$ cat config.mk
export PLATFORM = sky130hd
export DESIGN_NAME = store_rmw_unit
export DESIGN_NICKNAME = d
export VERILOG_FILES = /design/src/rtl/store_rmw_unit_pkg.sv /design/src/rtl/store_merge.sv /design/src/rtl/store_rmw_unit.sv
export SDC_FILE = /design/constraint.sdc
export NUM_CORES = 1
export LEC_CHECK = 0
export ABC_CLOCK_PERIOD_IN_PS = 2700
export CORE_MARGIN = 2
export CORE_UTILIZATION = 35
export CTS_CLUSTER_SIZE = 24
export DETAILED_ROUTE_END_ITERATION = 16
export PLACE_DENSITY = 0.69
export SLEW_MARGIN = 10
export SYNTH_ARGS = -nofsm -noshare
export SYNTH_HDL_FRONTEND = slang
export SYNTH_SLANG_ARGS = --single-unit
$ cat constraint.sdc
create_clock -name clk -period 2.7 [get_ports clk]
set_clock_uncertainty 0.1 [all_clocks]
set_input_delay 0.54 -clock clk [delete_from_list [all_inputs] [get_ports clk]]
set_output_delay 0.54 -clock clk [all_outputs]
set_load 0.02 [all_outputs]
$ cat src/rtl/store_rmw_unit_pkg.sv
// store_rmw_unit_pkg: store type encodings and FSM state encoding for the store RMW unit
package store_rmw_unit_pkg;
   localparam logic [2:0] ST_SW   = 3'b000;
   localparam logic [2:0] ST_SB   = 3'b001;
   localparam logic [2:0] ST_SH   = 3'b010;
   localparam logic [2:0] ST_SWRR = 3'b100;
   typedef enum logic [1:0] {IDLE, READ, WRITE, RESP} state_t;
endpackage

$ cat src/rtl/store_merge.sv
// store_merge: merges store data into the old memory word (sb/sh) or rotates it (swrr)
module store_merge
   import store_rmw_unit_pkg::*;
(
   input  logic [31:0] old_word,
   input  logic [31:0] wdata,
   input  logic [2:0]  sel,
   input  logic [1:0]  k,
   output logic [31:0] merged
);
   logic [31:0] rot;
   assign rot = k == 2'd0 ? wdata :
                k == 2'd1 ? {wdata[23:0], wdata[31:24]} :
                k == 2'd2 ? {wdata[15:0], wdata[31:16]} :
                            {wdata[7:0], wdata[31:8]};
   always_comb begin
      merged = sel == ST_SWRR ? rot : wdata;
      if (sel == ST_SB) begin
         merged = old_word;
         merged[8*k +: 8] = wdata[7:0];
      end
      if (sel == ST_SH) begin
         merged = old_word;
         merged[16*k[1] +: 16] = wdata[15:0];
      end
   end
endmodule

$ cat src/rtl/store_rmw_unit.sv
// store_rmw_unit: sub-word store via read-modify-write of the containing memory word
module store_rmw_unit
   import store_rmw_unit_pkg::*;
(
   input  logic        clk,
   input  logic        reset_n,
   input  logic        req_valid,
   output logic        req_ready,
   input  logic [31:0] req_addr,
   input  logic [31:0] req_wdata,
   input  logic [2:0]  store_type_sel,
   output logic        mem_req,
   output logic        mem_we,
   output logic [31:0] mem_addr,
   output logic [31:0] mem_wdata,
   input  logic [31:0] mem_rdata,
   input  logic        mem_ack,
   output logic        resp_valid,
   output logic        resp_err
);
   state_t      state;
   logic [2:0]  sel_q, m_sel;
   logic [1:0]  k_q, m_k;
   logic [31:0] wdata_q, old_q, m_wdata, m_old, merged;
   logic        idle, err, rd;
   assign idle      = state == IDLE;
   assign req_ready = idle;
   // in IDLE the merger sees the live request so sw/swrr data is ready at accept
   assign m_sel   = idle ? store_type_sel : sel_q;
   assign m_k     = idle ? req_addr[1:0] : k_q;
   assign m_wdata = idle ? req_wdata : wdata_q;
   assign m_old   = state == READ ? mem_rdata : old_q;
   assign err = !(store_type_sel inside {ST_SW, ST_SB, ST_SH, ST_SWRR}) ||
                (store_type_sel == ST_SH && req_addr[0]) ||
                (store_type_sel == ST_SW && req_addr[1:0] != 2'b00);
   assign rd  = store_type_sel == ST_SB || store_type_sel == ST_SH;
   store_merge u_merge (
      .old_word (m_old),
      .wdata    (m_wdata),
      .sel      (m_sel),
      .k        (m_k),
      .merged   (merged)
   );
   always_ff @(posedge clk or negedge reset_n) begin
      if (!reset_n) begin
         state      <= IDLE;
         sel_q      <= '0;
         k_q        <= '0;
         wdata_q    <= '0;
         old_q      <= '0;
         mem_req    <= 1'b0;
         mem_we     <= 1'b0;
         mem_addr   <= '0;
         mem_wdata  <= '0;
         resp_valid <= 1'b0;
         resp_err   <= 1'b0;
      end else begin
         case (state)
            IDLE: if (req_valid) begin
               sel_q      <= store_type_sel;
               k_q        <= req_addr[1:0];
               wdata_q    <= req_wdata;
               mem_addr   <= {req_addr[31:2], 2'b00};
               mem_wdata  <= merged;
               mem_req    <= !err;
               mem_we     <= !err && !rd;
               resp_valid <= err;
               resp_err   <= err;
               state      <= err ? RESP : rd ? READ : WRITE;
            end
            READ: if (mem_ack) begin
               old_q     <= mem_rdata;
               mem_wdata <= merged;
               mem_we    <= 1'b1;
               state     <= WRITE;
            end
            WRITE: if (mem_ack) begin
               mem_req    <= 1'b0;
               mem_we     <= 1'b0;
               resp_valid <= 1'b1;
               resp_err   <= 1'b0;
               state      <= RESP;
            end
            RESP: begin
               resp_valid <= 1'b0;
               resp_err   <= 1'b0;
               state      <= IDLE;
            end
         endcase
      end
   end
endmodule

Yosys cells after proc, flatten, opt, wreduce, memory -nomap -nowiden
Cells that the tools add are included.
- add/subtract/negate cells: 2
- eq/ne operators: 14
- shifts and indexed selects: 4
- muxes and demuxes: 30
- reductions and logical operators: 25
- operator list (cell ; number):
    $mux 32 ; 10
    $neg 5->34 ; 2
    $bwmux 32 ; 2
    $pmux 32 s2 ; 1
    $shift 16x34->32 const A ; 1
    $shift 8x34->32 const A ; 1
    $shiftx 16x34->32 ; 1
    $shiftx 8x34->32 ; 1
    $mux 2 ; 6
    $reduce_and 3->1 ; 4
    $pmux 1 s3 ; 3
    $pmux 2 s4 ; 1
    $eq 2x2->1 const B ; 3
    $eq 3x1->1 const B ; 2
    $eq 3x2->1 const B ; 2
    $eq 3x3->1 const B ; 2
    $ne 2x2->1 const B ; 3
    $reduce_bool 2->1 ; 3
    $reduce_bool 3->1 ; 2
    $mux 1 ; 5
    $eq 2x1->1 const B ; 2
    $logic_not 2->1 ; 2
    $reduce_and 2->1 ; 2
    $reduce_and 4->1 ; 1
    other kinds (7) ; 13
- flip-flop bits (word level): 137
- input bits: 103

Logic depth before layout (Yosys ltp)
- depth after elaboration: 11
- gate-level depth with buffers: 12
- depth with buffers taken out: 7

Hierarchy
Synthesis repeated with hierarchy kept, for this count alone.
- cells, all modules: 829
- area total of the unflattened synthesis: 8834.7 um^2
- by module, submodules not included (module ; times used ; cells an instance ; area an instance (um^2) ; sequential area each (um^2)):
    store_rmw_unit ; 1 ; 408 ; 6140.9 ; 3428.3
    store_merge ; 1 ; 421 ; 2693.8 ; 0.0

Worst setup path after synthesis
OpenSTA, ideal clock, no wires.
- kind: flip-flop to flip-flop
- from: register state[0]
- to: register mem_wdata[4]
- arrival: 2.208 ns
- data required time: 2.458 ns
- path slack: 0.250 ns
- cell stages (with the launch flop): 12
- path buffers: 4
- cells stage by stage: dfrtp_1 inv_1 ha_1 buf_6 buf_8 buf_6 buf_6 mux2i_2 mux2i_1 mux2_2 o211ai_1 a31oi_1
- word-level cells in the longest chain between the ends: 11
- ends and longest elaborated chain (element ; RTL line ; source):
    start, declared ; store_rmw_unit.sv:21 ; state_t state;
    start signal, assigned ; store_rmw_unit.sv:69 ; state <= err ? RESP : rd ? READ : WRITE;
    $logic_not 2->1 (*) ; store_rmw_unit.sv:26 ; assign idle = state == IDLE;
    named net req_ready ; store_rmw_unit.sv:8 ; output logic req_ready,
    branches (longest 10 deep; another with $neg 5->34) ; n/a ;
    end signal, assigned ; store_rmw_unit.sv:64 ; mem_wdata <= merged;
    end signal, assigned ; store_rmw_unit.sv:73 ; mem_wdata <= merged;
    end, declared ; store_rmw_unit.sv:15 ; output logic [31:0] mem_wdata,
Mark *: on every way through the listed nets, which the timed path passes. The select of a mux whose other input is x is not followed.
A chain may end at the register's enable or synchronous reset.

Worst setup path in the final report
- from: register state[1]
- to: register mem_wdata[4]
- word-level cells in the longest chain between the ends: 11
- ends and longest elaborated chain (element):
    branches (longest 11 deep; another with $neg 5->34)
Parallel ways; which one is timed is not known. The select of a mux whose other input is x is not followed.

==> metrics.cfg <==
[clock_network]
cts_hold_buf=0
cts_tree=built
cts_buffers=17
clk_pin_slew_worst_paths_ns=0.06
cts_buffer_depth=2
cts_sinks=137
htreeDepth=4
clock_latency_ns=0.43
cts_root_buffer=clkbuf_16

[sta]
setup_viol=0
fin_crit_sh=0.965
relSlewSlack=0.495
hold_violations=0
slew_violations=0
fin_crit_ns=2.61
fmax_mhz=384
rsz0062_at_grt=true
timing.final.ws_setup_ns=0.0943
worst_pin_slew_ns=0.758

[floorplanning]
fp.dieW_um=162
initial_core_util=0.358
rows=57
die_area_um2=26200
core_area_um2=24400
chipHeight_um=162
io-pin-count=172

[placement]
io_buffers=169
place_ws_ns=-0.00920
dp_hpwl_um=21000
placed_cell_area_um2=11100
gp_congestion=0.954

[critical_path]
endpoint_kind=flip-flop
critPathLaunch=state[1]
crit_path_start_kind=flip-flop
required_ns=2.94
r2r-start=state[1]
crit_fanout=35
critical_path_class=reg -> reg
crit_arrival_ns=2.85

[route]
drt-wirelength-per-cell_um=20.7
dr.pass1.iters=5
via_count=7708
wirelength_um=28400
drt_iter0_drc=695
via_per_inst=5.62
postRouteAntennaNets=0
drc=0

[logic_synthesis]
synth-seq-cells=137
syn-cell-area_um2=8730
synthDistinctLibCells=64
yosys_warnings=0
postSynthCellCount=841
avgSynthCellArea_um2=10.4
synth_edf_count=0
async_reset_ff_frac=1.00
yosysSeqAreaShare=0.393
dominantRegCellSynth=dfrtp_1

[global_routing]
track_usage=0.218
grt_start_max_net_pins=138
gr-total-overflow=0
grt_antenna_before_repair=0
grt_pass1_vias=7645
grt_pass1_wl_um=44000

[status]
status=finished clean

[finish]
synthToLayoutAreaGrowth_pct=34.6
antenna-diode-count=0
nets=1143
drive_gt1_frac=0.246
utilization=0.482
final_area_um2=11700

[pwr]
p_sw_mw=7.81
p_total_mw=17.5
peakVddDrop_mv=0.624
clock_power_share=0.137
p_leak_nw=4.83
power_frac_comb=0.646
powerDensity_nw_per_um2=1490
pwr-share-seq=0.217
switching_share=0.446
p_int_mw=9.68

[min_path]
worstHoldPathType=in -> async

[flow_run]
drv_cap=0

repair_timing:
action                     in CTS  in global routing
gates resized for setup         0                  2
setup endpoints to repair       1                  6
pin swaps                       1                  1
buffers inserted                5                  0
state kept, by name (all words and copies together) (netlist names):
register and cells:
mem_wdata 32, old_q 32, wdata_q 32, mem_addr 30, sel_q 3, k_q 2
state 2, mem_req 1, mem_we 1, resp_err 1, resp_valid 1
stage by stage:
stage,std cells,setup TNS [ns],hold slack (ns)
floorplan,842,0,0.144
global placement,1335,0,0.381
detailed placement,1335,-0.00920,0.391
CTS,1372,0,0.167
global route,1372,-0.00457,0.188
finish,1372,0,0.114
final cells by class:
type | count | area [um^2]
tap | 324 | 405
timing repair buffer | 246 | 2380
sequential | 137 | 3430
inverter | 5 | 18.8
fill | 2303 | 12600
clock buffer | 22 | 474
multi-input combinational | 628 | 4920
clock inverter | 10 | 118
kinds of logic after synthesis:
logic type / share of synthesized area
AO/OA/AOI/OAI: 0.175
XOR/XNOR: 0.00402
AND/OR/NAND/NOR: 0.0784
other: 0.000430
flip-flops: 0.393
adder cells (fa/ha/maj): 0.00717
multiplexers: 0.293
buffers and inverters: 0.0489
routing by layer:
metal | up-vias | part of all wire | global-route usage
li1 | 3535 | - | -
met1 | 3777 | 0.43 | 0.284
met2 | 329 | 0.47 | 0.359
met3 | 67 | 0.067 | 0.0455
met4 | 0 | 0.031 | 0.0772
met5 | - | 0 | 0
layout by cell type (no fill, tap or decap), drive strengths merged, types with 3 or more instances in the layout:
cell type / count
a211o: 3
a211oi: 16
a21oi: 78
a221oi: 7
a2bb2oi: 3
a311oi: 8
a31oi: 16
buf: 78
clkbuf: 22
clkdlybuf4s50: 168
clkinv: 6
dfrtp: 137
ha: 5
inv: 6
mux2: 134
mux2i: 103
nand2: 53
nand2b: 7
nand3: 6
nor2: 53
nor2b: 7
nor3: 5
nor3b: 3
o2111ai: 4
o211ai: 16
o21a: 5
o21ai: 36
o21bai: 4
o221ai: 7
o22ai: 19
o32ai: 3
or3: 3
xor2: 3
worst paths after layout:
check | end | slack, ns | cells past startpoint
min reg2reg | wdata_q[13] | 0.40 | 1
max | mem_wdata[4] | 0.09 | 10
max in group asynchronous | mem_wdata[25] | 1.83 | 2
min in group clk | wdata_q[13] | 0.40 | 1
max reg2reg | mem_wdata[4] | 0.09 | 10
min | mem_addr[7] | 0.11 | 2
critical path, cell delays in order (launching register included):
cell	delay [ns]
dfrtp_1	0.34
inv_1	0.08
ha_4	0.19
buf_4	0.19
buf_4	0.18
or4b_1	0.56
o21ai_2	0.20
buf_12	0.25
a211o_1	0.14
o211ai_1	0.09
a31oi_1	0.17
power by group through the flow:
stage               combinational (mW)  clock, mW  sequential, mW
floorplan                         6.56          0            4.23
global placement                  10.9          0            3.78
detailed placement                11.0          0            3.83
CTS                               11.2       2.42            3.80
global route                      12.0       2.52            3.93
finish                            11.3       2.40            3.79
cells in the mapped netlist (4+ instances only):
master     number  area [um^2]
buf_4          11         82.6
nand3_1         6         30.0
o22ai_1        19          119
inv_1           5         18.8
nor3_1          5         25.0
o21a_1          5         37.5
nand2b_1        6         37.5
o21ai_0         9         45.0
a21oi_1        77          385
a31oi_1        15         93.8
dfrtp_1       137         3430
nand2_1        52          195
mux2_2        131         1480
buf_2          32          160
o21bai_1        4         30.0
o2111ai_1       4         35.0
mux2i_1       101         1010
a211oi_1       16          120
buf_6           6         67.6
o21ai_1        27          135
nor2_1         53          199
ha_1            5         62.6
o211ai_1       15          113
a311oi_1        8         70.1
buf_1           4         15.0
nor2b_1         7         43.8
o221ai_1        7         61.3
clkbuf_1       18         67.6
a221oi_1        6         52.6
(Power assumes the default switching activity.)
